[config.mk]
export PLATFORM = sky130hd
export DESIGN_NAME = note_select
export DESIGN_NICKNAME = d
export VERILOG_FILES = /design/src/rtl/synth_pkg.sv /design/src/rtl/note_select_debounce.sv /design/src/rtl/note_select.sv
export SDC_FILE = /design/constraint.sdc
export NUM_CORES = 1
export LEC_CHECK = 0
export ABC_AREA = 1
export BUFFER_PORTS_ARGS = -buffer_cell sky130_fd_sc_hd__buf_2
export CORE_MARGIN = 3
export CORE_UTILIZATION = 60
export DETAILED_ROUTE_END_ITERATION = 6
export PLACE_DENSITY = 0.8
export REMOVE_ABC_BUFFERS = 1
export SYNTH_ARGS = -nofsm -noshare
export SYNTH_HDL_FRONTEND = slang
export SYNTH_HIERARCHICAL = 1
export SYNTH_SLANG_ARGS = --single-unit
export TNS_END_PERCENT = 5
[constraint.sdc]
create_clock -name clk -period 3.78 [get_ports clk]
set_input_delay 0.189 -clock clk [delete_from_list [all_inputs] [get_ports clk]]
set_output_delay 0.189 -clock clk [all_outputs]
set_load 0.01 [all_outputs]
[src/rtl/synth_pkg.sv]
`default_nettype none
// ============================================================================
// Module  : synth_pkg
// Brief   : Shared clock constant, C4..B4 divider table and note/octave types.
// Revision: 1.0 - initial release
// ============================================================================
package synth_pkg;

    localparam int CLK_HZ = 10_000_000;

    // round(CLK_HZ / f) for C4 through B4
    localparam logic [15:0] BASE_DIV [0:11] = '{
        16'd38223, 16'd36077, 16'd34052, 16'd32141,
        16'd30337, 16'd28635, 16'd27027, 16'd25511,
        16'd24079, 16'd22727, 16'd21452, 16'd20248
    };

    typedef logic [3:0] note_idx_t;
    typedef logic [1:0] octave_t;

    // Lowest-index pressed key wins; returns 0 when nothing is pressed.
    function automatic note_idx_t lowest_set(input logic [11:0] k);
        note_idx_t idx;
        idx = '0;
        for (int i = 11; i >= 0; i--) begin
            if (k[i]) idx = note_idx_t'(i);
        end
        return idx;
    endfunction

endpackage
`default_nettype wire

[src/rtl/note_select_debounce.sv]
`default_nettype none
// ============================================================================
// Module  : debounce
// Brief   : 2-flop synchronizer plus one debounce counter shared by all bits.
// Revision: 1.0 - initial release
// ============================================================================
module debounce #(
    parameter int WIDTH  = 14,
    parameter int CYCLES = 10000
) (
    input  logic             clk,
    input  logic             nrst,
    input  logic [WIDTH-1:0] i_raw,
    output logic [WIDTH-1:0] o_deb,
    output logic [WIDTH-1:0] o_rise
);

    localparam int             CW     = (CYCLES > 2) ? $clog2(CYCLES) : 1;
    localparam logic [CW-1:0]  C_LAST = CW'(CYCLES - 1);

    logic [WIDTH-1:0] r_sync1;
    logic [WIDTH-1:0] r_sync2;
    logic [WIDTH-1:0] r_deb;
    logic [WIDTH-1:0] r_rise;
    logic [CW-1:0]    r_cnt;
    logic             w_change;

    // r_sync2 takes r_sync1 on the next edge, so a mismatch means the
    // synchronized vector is changing this cycle.
    assign w_change = (r_sync1 != r_sync2);

    always_ff @(posedge clk or negedge nrst) begin
        if (!nrst) begin
            r_sync1 <= '0;
            r_sync2 <= '0;
            r_deb   <= '0;
            r_rise  <= '0;
            r_cnt   <= '0;
        end else begin
            r_sync1 <= i_raw;
            r_sync2 <= r_sync1;
            r_rise  <= '0;
            if (w_change) begin
                r_cnt <= '0;
            end else if (r_cnt != C_LAST) begin
                r_cnt <= r_cnt + 1'b1;
            end else begin
                // Saturated: re-latching an unchanged vector is harmless and
                // produces no rise pulse.
                r_deb  <= r_sync2;
                r_rise <= r_sync2 & ~r_deb;
            end
        end
    end

    assign o_deb  = r_deb;
    assign o_rise = r_rise;

endmodule
`default_nettype wire

[src/rtl/note_select.sv]
`default_nettype none
// ============================================================================
// Module  : note_select
// Brief   : Debounced keyboard/octave buttons to a registered period divider.
// Revision: 1.0 - initial release
// ============================================================================
module note_select
    import synth_pkg::*;
#(
    parameter int DEBOUNCE_CYCLES = 10000
) (
    input  logic        clk,
    input  logic        nrst,
    input  logic [11:0] keys,
    input  logic        oct_up,
    input  logic        oct_dn,
    output logic [15:0] divider,
    output logic        note_on,
    output logic [1:0]  octave
);

    logic [13:0] w_raw;
    logic [13:0] w_deb;
    logic [13:0] w_rise;
    logic [11:0] w_keys;
    logic        w_up_rise;
    logic        w_dn_rise;
    logic        w_any_key;
    note_idx_t   w_idx;
    octave_t     w_oct_next;
    logic [15:0] w_div_next;

    octave_t     r_octave;
    logic [15:0] r_divider;
    logic        r_note_on;

    assign w_raw = {oct_dn, oct_up, keys};

    debounce #(
        .WIDTH  (14),
        .CYCLES (DEBOUNCE_CYCLES)
    ) u_debounce (
        .clk    (clk),
        .nrst   (nrst),
        .i_raw  (w_raw),
        .o_deb  (w_deb),
        .o_rise (w_rise)
    );

    assign w_keys    = w_deb[11:0];
    assign w_up_rise = w_rise[12];
    assign w_dn_rise = w_rise[13];
    assign w_any_key = |w_keys;
    assign w_idx     = lowest_set(w_keys);

    always_comb begin
        w_oct_next = r_octave;
        if (w_up_rise && !w_dn_rise && (r_octave != 2'd3)) begin
            w_oct_next = r_octave + 2'd1;
        end else if (w_dn_rise && !w_up_rise && (r_octave != 2'd0)) begin
            w_oct_next = r_octave - 2'd1;
        end
    end

    // Using the next octave lets the divider step straight to the new value.
    assign w_div_next = BASE_DIV[w_idx] >> w_oct_next;

    always_ff @(posedge clk or negedge nrst) begin
        if (!nrst) begin
            r_octave  <= '0;
            r_divider <= '0;
            r_note_on <= 1'b0;
        end else begin
            r_octave  <= w_oct_next;
            r_note_on <= w_any_key;
            if (w_any_key) begin
                r_divider <= w_div_next;
            end
        end
    end

    assign divider = r_divider;
    assign note_on = r_note_on;
    assign octave  = r_octave;

endmodule
`default_nettype wire
### Word level (Yosys, flattened, before mapping)

Memories as Yosys holds them, arrays and structs flattened.
Index checks and enable logic that the tools add are counted.
W data, S select, Z words.

* add/subtract/negate cells: 3
* magnitude comparators: 1
* eq/ne operators: 3
* shifts and indexed selects: 1
* muxes and demuxes: 20
* bitwise gates (word level): 5
* reduce and logical (&&, ||, !) cells: 10

Operator list (count)
* $mux W14: 4
* $mux W4: 12
* $mux W16: 2
* $shr A16 B2 Y16: 1
* $add A14 B1 Y14 const B: 1
* $and A14 B14 Y14: 1
* $ne A14 B14 Y1: 1
* $ne A14 B14 Y1 const B: 1
* $not A14 Y14: 1
* $reduce_or A12 Y1: 1
* $ge A5 B5 Y1 const B: 1
* $not A4 Y5: 1
* $logic_and A1 B1 Y1: 4
* $mux W2: 2
* $reduce_bool A2 Y1: 2
* $add A2 B1 Y2 const B: 1
* $logic_not A1 Y1: 2
* $ne A2 B2 Y1 const B: 1
* $not A1 Y1: 2
* $reduce_and A2 Y1: 1
* $sub A2 B1 Y2 const B: 1

* register bits: 89
* ROM bits: 256
* bits of input ports: 16
* logic and storage cells: 52
* memories: 1

Memory list
* (name not given): depth 16, width 16, rd ports 1, clocked after Yosys merged registers in 0, wr ports 0, line note_select.sv:66 `assign w_div_next = BASE_DIV[w_idx] >> w_oct_next;`

### Logic depth before layout (Yosys ltp)

Gate-level depths: netlist (run 1).

* depth after elaboration: 17
* depth in mapped cells: 22
* depth with buffers taken out: 22

### Hierarchy

The synthesis (run 1) kept the hierarchy.

By module, submodules not included
* debounce: times used 1, cells each 310, area each 2959.1 µm²
* note_select: times used 1, cells each 229, area each 1625.3 µm²

### Least setup slack after synthesis (run 1)

OpenSTA, ideal clock, no wires.

* path type: reg2reg
* start point: register u_debounce.r_deb[10] (netlist: u_debounce/o_deb[10])
* end point: register r_divider[4] (netlist: divider[4])
* data arrival time: 1.920 ns
* data required time: 3.663 ns
* slack: 1.742 ns
* stages on the path, launching flop included: 16
* buffers on the path: 0
* cell sequence: dfrtp_1 o21ai_0 nand2_1 nand3_1 nand3_1 nand3_1 inv_1 ha_1 inv_1 nand2_1 o21ai_2 or2_1 nand3_1 nand2_1 inv_1 nand2_1

* cells in the longest elaborated chain, start to end: 16
* elaborated cells on any way between the ends: 17
* those cells by class: 1 x shift; 13 x mux; 1 x bitwise; 1 x reduce/logical; 1 x memory

Ends and longest elaborated chain
* start, declared: line note_select_debounce.sv:23 `logic [WIDTH-1:0] r_deb;`
* start signal, assigned: line note_select_debounce.sv:50 `r_deb <= r_sync2;`
* $mux W4 (11 in a row): line synth_pkg.sv:26 `if (k[i]) idx = note_idx_t'(i);`
* $not A4 Y5 (not written as such): line note_select.sv:66
* $mem_v2 Z16 W16
* $mux W16 (not written as such) (2 in a row): line note_select.sv:66
* $shr A16 B2 Y16: line note_select.sv:66
* end signal, assigned: line note_select.sv:77 `r_divider <= w_div_next;`
* end, declared: line note_select.sv:34 `logic [15:0] r_divider;`

Parallel ways exist; a longest one is shown, timed or not. The select of a mux whose other input is x is not followed.
A chain may end at the register's enable or synchronous reset.

### Worst setup path in the final report (run 1)

* start point: register u_debounce.r_deb[9] (netlist: u_debounce/o_deb[9])
* end point: register r_divider[11] (netlist: divider[11])

* cells in the longest elaborated chain, start to end: 15
* elaborated cells on any way between the ends: 16
* those cells by class: 1 x shift; 12 x mux; 1 x bitwise; 1 x reduce/logical; 1 x memory

Ends and longest elaborated chain (line)
* $mux W4 (10 in a row): synth_pkg.sv:26
* $not A4 Y5 (not written as such): note_select.sv:66
* $mem_v2 Z16 W16
* $mux W16 (not written as such) (2 in a row): note_select.sv:66
* $shr A16 B2 Y16: note_select.sv:66

Parallel ways exist; a longest one is shown, timed or not. The select of a mux whose other input is x is not followed.

==> flow_metrics.tcl, run 1 <==
set metrics [dict create \
    required_ps 4020 \
    dpl_worst_slack_ps 1480 \
    clock_sinks 77 \
    wl_per_cell_um 11.6 \
    fin_crit_ps 2320 \
    hpwl_um 5400 \
    yosysWarnings 6 \
    cp.arrival_ps 2560 \
    p_leak_nw 2.59 \
    crit_slowest_cell "dfrtp_1" \
    first_global_vias 3319 \
    vias_per_cell 5.07 \
    die_area_sq_um 8070 \
    clk_path_buf_depth 2 \
    netlist_area_sq_um 4220 \
    setup_ws_ps 1460 \
    rsz0062_at_grt "false" \
    coreArea_sq_um 6570 \
    finalHoldViolCount 48 \
    grt_max_degree 78 \
    vias 3349 \
    gr-total-overflow 0 \
    relSlewSlack 0.388 \
    cts_tree "built" \
    cts_resized 0 \
    drc 0 \
    io_pins 35 \
    dp_cells 630 \
    fmax_mhz 431 \
    tns_ps 0 \
    postRouteAntennaNets 0 \
    maxCapViolations 0 \
    drt_iter0_drc 257 \
    post_cts_buffers 0 \
    fp.dieH_um 89.8 \
    setup_viol 0 \
    dr.pass1.iters 5 \
    status "complete, but fails checks" \
    worst_clock_skew_ps 14.6 \
    clk_pin_slew_ps 80 \
    clockRootBuffer "clkbuf_8" \
    path_class "reg -> reg" \
    top_layer_used "met4" \
    fin_nets 589 \
    cts_made_buffers 9 \
    crit_chain "nor2_1 -> o21ai_0 -> nand2_1 -> nand3_1 -> nand3_1 -> nand3_1 -> inv_1 -> ha_1 -> o21ai_1 -> o22ai_1 -> or2_1 -> nand3_1 -> nand2_1" \
    ir_drop_v 0.000277 \
    crit_path_end_kind "register" \
    wl_met3_um 313 \
    stdcell_count 660 \
    synth_area_per_cell_sq_um 8.19 \
    track_usage 0.211 \
    netlist_instances 515 \
    worst_path_most_repeated_cell "nand3_1" \
    drv_slew 0 \
    power_w 0.00155 \
    finalCritPeriodShare 0.613 \
    drive_gt1_frac 0.178 \
    tightest_slew_ps 917 \
    h-tree-depth 3 \
    routed_wl_um 7650 \
    buffer_ports.inserted 34 \
    wl_met2_um 3730 \
    crit_fanout 6 \
    grt_pass1_wl_um 14200 \
    hold_ws_ps -37.9 \
    initial_core_util 0.642 \
    hold_path.class "in -> async" \
    wl_met1_um 3510 \
    chipWidth_um 89.8 \
    clock_latency_ps 350 \
    antenna_found_initial 0 \
    antenna_cells 0 \
    area_delta_synth_final_pct 12.3 \
    cp-start-kind "register" \
    rows 29 \
    power_density_nw_per_um2 328 \
    violations "negative hold slack" \
    finalWeightedCongestion 0.947 \
    cpPeakStageDelay_ps 390 \
]
==> state kept, by name (all words and copies together) (netlist names) <==
| register | cells |
|---|---|
| u_debounce/r_sync1 | 14 |
| note_on | 1 |
| u_debounce/o_deb | 14 |
| u_debounce/r_sync2 | 14 |
| octave | 2 |
| u_debounce/r_cnt | 14 |
| divider | 16 |
| u_debounce/o_rise | 2 |
==> cell type report <==
type,count,area [sq um]
clock buffer,10,138
clock inverter,6,70.1
fill,514,1830
inverter,80,310
multi-input combinational,345,1850
sequential,77,1930
tap,93,116
timing repair buffer,49,320
==> metrics by stage <==
stage	util	cell area [sq um]	hold WS, ps
after floorplan	-	4090	-107
after global placement	0.668	4390	297
after detailed placement	0.668	4390	298
after CTS	0.721	4730	9.07
after global routing	0.721	4730	51.0
final	0.721	4730	-37.9
==> where the power goes <==
group	internal [W]	leakage, nW	switching, W
sequential	0.000838	1.01	0.0000126
clock	0.000326	0.0951	0.000313
combinational	0.0000252	1.48	0.0000358
total	0.00119	2.59	0.000362
==> worst paths after layout <==
| check | from | to | slack, ps | depth (start not counted) |
|---|---|---|---|---|
| hold reg to reg | u_debounce/r_sync1[11]$_DFF_PN0_ | u_debounce/r_sync2[11]$_DFF_PN0_ | 400 | 0 |
| hold / removal | nrst | u_debounce/r_cnt[12]$_DFFE_PN0P_ | -40 | 1 |
| max in group asynchronous | nrst | u_debounce/r_sync1[8]$_DFF_PN0_ | 3220 | 1 |
| min in group clk | u_debounce/r_sync1[11]$_DFF_PN0_ | u_debounce/r_sync2[11]$_DFF_PN0_ | 400 | 0 |
| setup reg to reg | u_debounce/o_deb[9]$_DFFE_PN0P_ | divider[11]$_DFFE_PN0P_ | 1460 | 13 |
| setup / recovery | u_debounce/o_deb[9]$_DFFE_PN0P_ | divider[11]$_DFFE_PN0P_ | 1460 | 13 |
==> metal layers <==
layer  GRT usage  vias to the layer above
li1            -                     1725
met1       0.269                     1546
met2       0.360                       68
met3      0.0459                       10
met4      0.0639                        0
met5           0                        -
==> layout by cell type, fill, tap and decap left out, types with 8 or more instances in the layout <==
master	count
nand2_1	155
dfrtp_1	77
inv_1	68
nor2_1	38
nand3_1	37
buf_2	33
dlygate4sd3_1	14
nand4_1	13
nor3_1	13
ha_1	11
clkbuf_8	10
nand4_2	10
inv_2	8
o21ai_0	8
==> repair_timing <==
action / CTS / global route
endpoints found under the hold margin: 14 / 0
setup endpoints to repair: 0 / 0
hold buffers: 14 / 0
==> worst max-delay path: cells and delay by family, from the launching register on <==
kind	cells	cell delay, ps
simple gates	8	1030
flops	1	390
compound gates	3	350
fa+ha+maj	1	260
buf+inv	1	190
No activity file was read; power rests on OpenSTA's default activity.
==> run 2, diff against run 1 <==
ABC_AREA = 0   (was 1)
clock period = 2.2 ns   (was 3.78 ns; I/O delays follow)
==> run 2 against run 1 <==
The run ends with negative setup slack left; register-to-register slack lost 1700 ps; clock skew shrank 2.9 ps; core utilization grew 13 points; count of clock-buffer cells in the layout shrank 1; area after synthesis shrank 9.3%; fmax shrank 6.1%; cell count shrank 19%; global-route usage grew 5.4 points; critical path type unchanged; largest cell class is now multi-input gates.
==> flow_metrics.tcl, run 2 <==
set metrics [dict create \
    status "complete, but fails checks" \
    violations "negative setup slack" \
    p_seq_frac 0.539 \
    required_ps 2450 \
    finalCritPeriodShare 1.12 \
    netlist_instances 341 \
    p_comb_frac 0.034 \
    antenna_cells 0 \
    cts_tree "built" \
    path_class "reg -> reg" \
    hpwl_um 6130 \
    setup_ws_ps -269 \
    multiInputGateArea_sq_um 2040 \
    drc 0 \
    rows 28 \
    io_pins 35 \
    finalWeightedCongestion 0.926 \
    area_delta_synth_final_pct 35.3 \
    fin_crit_ps 2470 \
    p_sw_w 0.000674 \
    first_global_vias 3249 \
    fp.dieH_um 85.9 \
    chipWidth_um 85.9 \
    p_int_w 0.00204 \
    initial_core_util 0.631 \
    coreArea_sq_um 6060 \
    fill_cells 301 \
    cp-start-kind "register" \
    worst_clock_skew_ps 11.7 \
    postRouteAntennaNets 0 \
    grt_max_degree 78 \
    final_common_cell "dfrtp_1" \
    layout_common_cells "dfrtp_1, buf_4, buf_2" \
    maxCapViolations 0 \
    clk_pin_slew_ps 100 \
    power_w 0.00271 \
    drt_iter0_drc 326 \
    drive_gt1_frac 0.412 \
    netlist_area_sq_um 3830 \
    dp_cells 499 \
    switching_share 0.249 \
    clockRootBuffer "clkbuf_8" \
    h-tree-depth 3 \
    finalHoldViolCount 0 \
    setup_viol 13 \
    crit_fanout 5 \
    clock_sinks 77 \
    synth_area_per_cell_sq_um 11.2 \
    buffer_ports.inserted 34 \
    stdcell_count 534 \
    fmax_mhz 405 \
    drv_slew 0 \
    power_density_nw_per_um2 524 \
    relSlewSlack 0.615 \
    track_usage 0.265 \
    cp.arrival_ps 2710 \
    clock_latency_ps 370 \
    p_leak_nw 2.44 \
    dr.pass1.iters 5 \
    seqCellArea_sq_um 1930 \
    dpl_cell_area_sq_um 4500 \
    gr-total-overflow 0 \
    vias_per_cell 6.17 \
    ir_drop_v 0.000545 \
    cts_made_buffers 9 \
    power.share.clock 0.427 \
    fin_nets 481 \
    vias 3294 \
    antenna_found_initial 0 \
    crit_path_end_kind "register" \
    rsz0062_at_grt "true" \
    grt_pass1_wl_um 15100 \
    largest_register_ff_count 16 \
    design_area_sq_um 5170 \
    die_area_sq_um 7370 \
    routed_wl_um 10300 \
    yosysWarnings 6 \
    clk_path_buf_depth 2 \
    wl_per_cell_um 19.3 \
    tightest_slew_ps 570 \
    hold_path.class "in -> async" \
]
[run 2: final timing paths]
| path | from | end | slack [ps] | cells after the start |
|---|---|---|---|---|
| setup / recovery | u_debounce/o_deb[3]$_DFFE_PN0P_ | divider[5]$_DFFE_PN0P_ | -270 | 8 |
| setup reg to reg | u_debounce/o_deb[3]$_DFFE_PN0P_ | divider[5]$_DFFE_PN0P_ | -270 | 8 |
| hold / removal | nrst | u_debounce/r_sync2[7]$_DFF_PN0_ | 270 | 3 |
| min in group clk | keys[7] | u_debounce/r_sync1[7]$_DFF_PN0_ | 370 | 2 |
| hold reg to reg | u_debounce/r_sync1[0]$_DFF_PN0_ | u_debounce/r_sync2[0]$_DFF_PN0_ | 390 | 0 |
| max in group asynchronous | nrst | octave[0]$_DFF_PN0_ | 1580 | 3 |
[run 2: critical path, stage by stage, from the launching register on]
cell	delay, ps
dfrtp_1	400
buf_6	140
buf_4	150
or4_4	570
nor3_4	350
o21ai_2	170
nand3_2	110
o31ai_1	100
o32a_1	350
[run 2: what timing repair did]
action	in CTS	in global routing
hold endpoints to repair	91	0
pin swaps	23	18
setup buffers	2	2
gates resized for setup	30	36
hold buffers	15	0
setup endpoints to repair	29	21
[run 2: metal layers]
metal	vias up	wire length, um	global-route usage
met2	162	5080	0.443
met4	0	365	0.131
met3	46	589	0.0538
met5	-	0	0
met1	1625	4270	0.328
li1	1461	-	-
[run 2: final cells by class]
cell class | count | area share
sequential | 77 | 0.373
clock inverter | 7 | 0.0167
clock buffer | 9 | 0.0239
multi-input combinational | 242 | 0.395
timing repair buffer | 114 | 0.166
tap | 75 | 0.0181
inverter | 10 | 0.00725
[run 2: power by group through the flow]
stage	combinational (W)	clock (W)	sequential, W
global route	0.000103	0.00123	0.00146
floorplan	0.0000188	0	0.00148
CTS	0.0000888	0.00116	0.00146
finish	0.0000915	0.00116	0.00146
global placement	0.0000663	0	0.00149
detailed placement	0.0000684	0	0.00149
[run 2: metrics by stage]
step                setup TNS [ps]  utilization  hold slack [ps]  setup WS [ps]
global route                 -3310        0.854              340           -317
finish                       -2130        0.854              272           -269
floorplan                    -4020            -             -186           -266
CTS                           -681        0.822              312           -107
detailed placement           -4250        0.742              158           -347
global placement             -2620        0.742              155           -230
==> run 3, diff against run 2 <==
RECOVER_POWER = 25   (was unset)
==> run 3 against run 2 <==
The flow finishes with violations (max-capacitance violations, max-slew violations, negative setup slack); design area is 0.29% lower; flip-flop and latch count stayed put; worst hold slack better by 100 ps; global-route usage stayed put; count of clock-buffer cells in the layout stayed put; die area stayed put; core utilization is 0.25 points lower.
==> flow_metrics.tcl, run 3 (synthesis gave the netlist of run 2 again) <==
set metrics [dict create \
    r2r_end "divider[5]$_DFFE_PN0P_" \
    cts_made_buffers 9 \
    hold_end "u_debounce/r_sync1[7]$_DFF_PN0_" \
    io_pins 35 \
    fmax_mhz 405 \
    cp-start-kind "register" \
    crit_fanout 5 \
    drt_iter0_drc 314 \
    chipWidth_um 85.9 \
    cp.arrival_ps 2720 \
    relSlewSlack -0.0882 \
    hpwl_um 6130 \
    fin_nets 481 \
    largest_register_ff_count 16 \
    gr-total-overflow 0 \
    r2r_cells 8 \
    layout_common_cells "dfrtp_1, buf_4, buf_2" \
    finalCritPeriodShare 1.12 \
    grt_max_degree 78 \
    drive_gt1_frac 0.412 \
    timing.rr.start "u_debounce/o_deb[3]$_DFFE_PN0P_" \
    routed_wl_um 10300 \
    worstHoldStart "keys[7]" \
    rsz0062_at_grt "true" \
    clock_sinks 77 \
    setup_viol 13 \
    power_w 0.00271 \
    vias 3295 \
    cts_tree "built" \
    clock_latency_ps 370 \
    die_area_sq_um 7370 \
    grt_pass1_wl_um 15100 \
    fin_crit_ps 2470 \
    design_area_sq_um 5160 \
    worst_clock_skew_ps 11.3 \
    tightest_slew_ps 1630 \
    r2r_slack_ps -270 \
    vias_per_cell 6.17 \
    wl_per_cell_um 19.3 \
    postRouteAntennaNets 0 \
    fill_cells 303 \
    fp.dieH_um 85.9 \
    area_delta_synth_final_pct 34.9 \
    status "complete, but fails checks" \
    track_usage 0.265 \
    maxCapViolations 1 \
    final_common_cell "dfrtp_1" \
    buffer_ports.inserted 34 \
    power_density_nw_per_um2 525 \
    h-tree-depth 3 \
    initial_core_util 0.631 \
    rows 28 \
    coreArea_sq_um 6060 \
    dr.pass1.iters 5 \
    antenna_cells 0 \
    drc 0 \
    finalWeightedCongestion 0.926 \
    required_ps 2450 \
    path_class "reg -> reg" \
    drv_slew 78 \
    p_leak_nw 2.44 \
    clk_path_buf_depth 2 \
    violations "max-capacitance violations, max-slew violations, negative setup slack" \
    hold_depth 2 \
    dpl_cell_area_sq_um 4500 \
    ir_drop_v 0.000543 \
    finalHoldViolCount 0 \
    first_global_vias 3249 \
    antenna_found_initial 0 \
    fin_util 0.851 \
    crit_path_end_kind "register" \
    hold_path.class "in -> reg" \
    setup_ws_ps -266 \
    clockRootBuffer "clkbuf_8" \
    clk_pin_slew_ps 90 \
]
[run 3: cell types whose count changed in the layout (fill, tap and decap cells not counted)]
cell      delta
buf_2        +1
clkbuf_4     +1
buf_12       -1
buf_4        -1
[run 3: layout make-up]
| cell class | count | area, sq um | area share |
|---|---|---|---|
| Multi-Input combinational cell | 242 | 2040 | 0.396 |
| Sequential cell | 77 | 1930 | 0.374 |
| Inverter | 10 | 37.5 | 0.00727 |
| Clock inverter | 7 | 86.3 | 0.0167 |
| Tap cell | 75 | 93.8 | 0.0182 |
| Timing Repair Buffer | 114 | 845 | 0.164 |
| Clock buffer | 9 | 124 | 0.0240 |
[run 3: worst max path at each step]
| stage | endpoint | slack, ps | start |
|---|---|---|---|
| 2_1_floorplan | divider[7]$_DFFE_PN0P_ | -270 | u_debounce/o_deb[5]$_DFFE_PN0P_ |
| 3_3_place_gp | divider[7]$_DFFE_PN0P_ | -230 | u_debounce/o_deb[10]$_DFFE_PN0P_ |
| 3_5_place_dp | divider[7]$_DFFE_PN0P_ | -350 | u_debounce/o_deb[7]$_DFFE_PN0P_ |
| 4_1_cts | divider[6]$_DFFE_PN0P_ | -110 | u_debounce/o_deb[7]$_DFFE_PN0P_ |
| 5_1_grt | divider[5]$_DFFE_PN0P_ | -320 | u_debounce/o_deb[3]$_DFFE_PN0P_ |
| 6_report | divider[5]$_DFFE_PN0P_ | -270 | u_debounce/o_deb[3]$_DFFE_PN0P_ |
[run 3: timing repair]
action                                  in CTS  in global routing
setup buffers                                2                  2
gates resized for setup                     30                 36
endpoints found under the setup margin      29                 21
pin swaps                                   23                 18
hold buffers                                15                  0
hold endpoints to repair                    91                  0
[run 3: power by group]
group | internal, W | switching (W)
clock | 0.000552 | 0.000609
combinational | 0.0000417 | 0.0000460
sequential | 0.00144 | 0.0000220
[run 3: metrics by stage]
step / std cells / TNS [ps] / setup slack [ps] / hold WS (ps)
6_report: 534 / -2130 / -266 / 372
5_1_grt: 534 / -3480 / -317 / 376
4_1_cts: 532 / -681 / -107 / 312
3_5_place_dp: 499 / -4250 / -347 / 158
3_3_place_gp: 499 / -2620 / -230 / 155
2_1_floorplan: 329 / -4020 / -266 / -186
[run 3: layer usage]
layer / up-vias / share of wire / track usage
li1: 1463 / - / -
met1: 1625 / 0.42 / 0.328
met2: 162 / 0.50 / 0.443
met3: 45 / 0.053 / 0.0538
met4: 0 / 0.035 / 0.131
met5: - / 0 / 0
[run 3: critical path, cell delays in order, from the launching register on]
cell and delay, ps:
dfrtp_1 400, buf_6 140, buf_4 150, or4_4 580
nor3_4 340, o21ai_2 170, nand3_2 120, o31ai_1 100
o32a_1 350
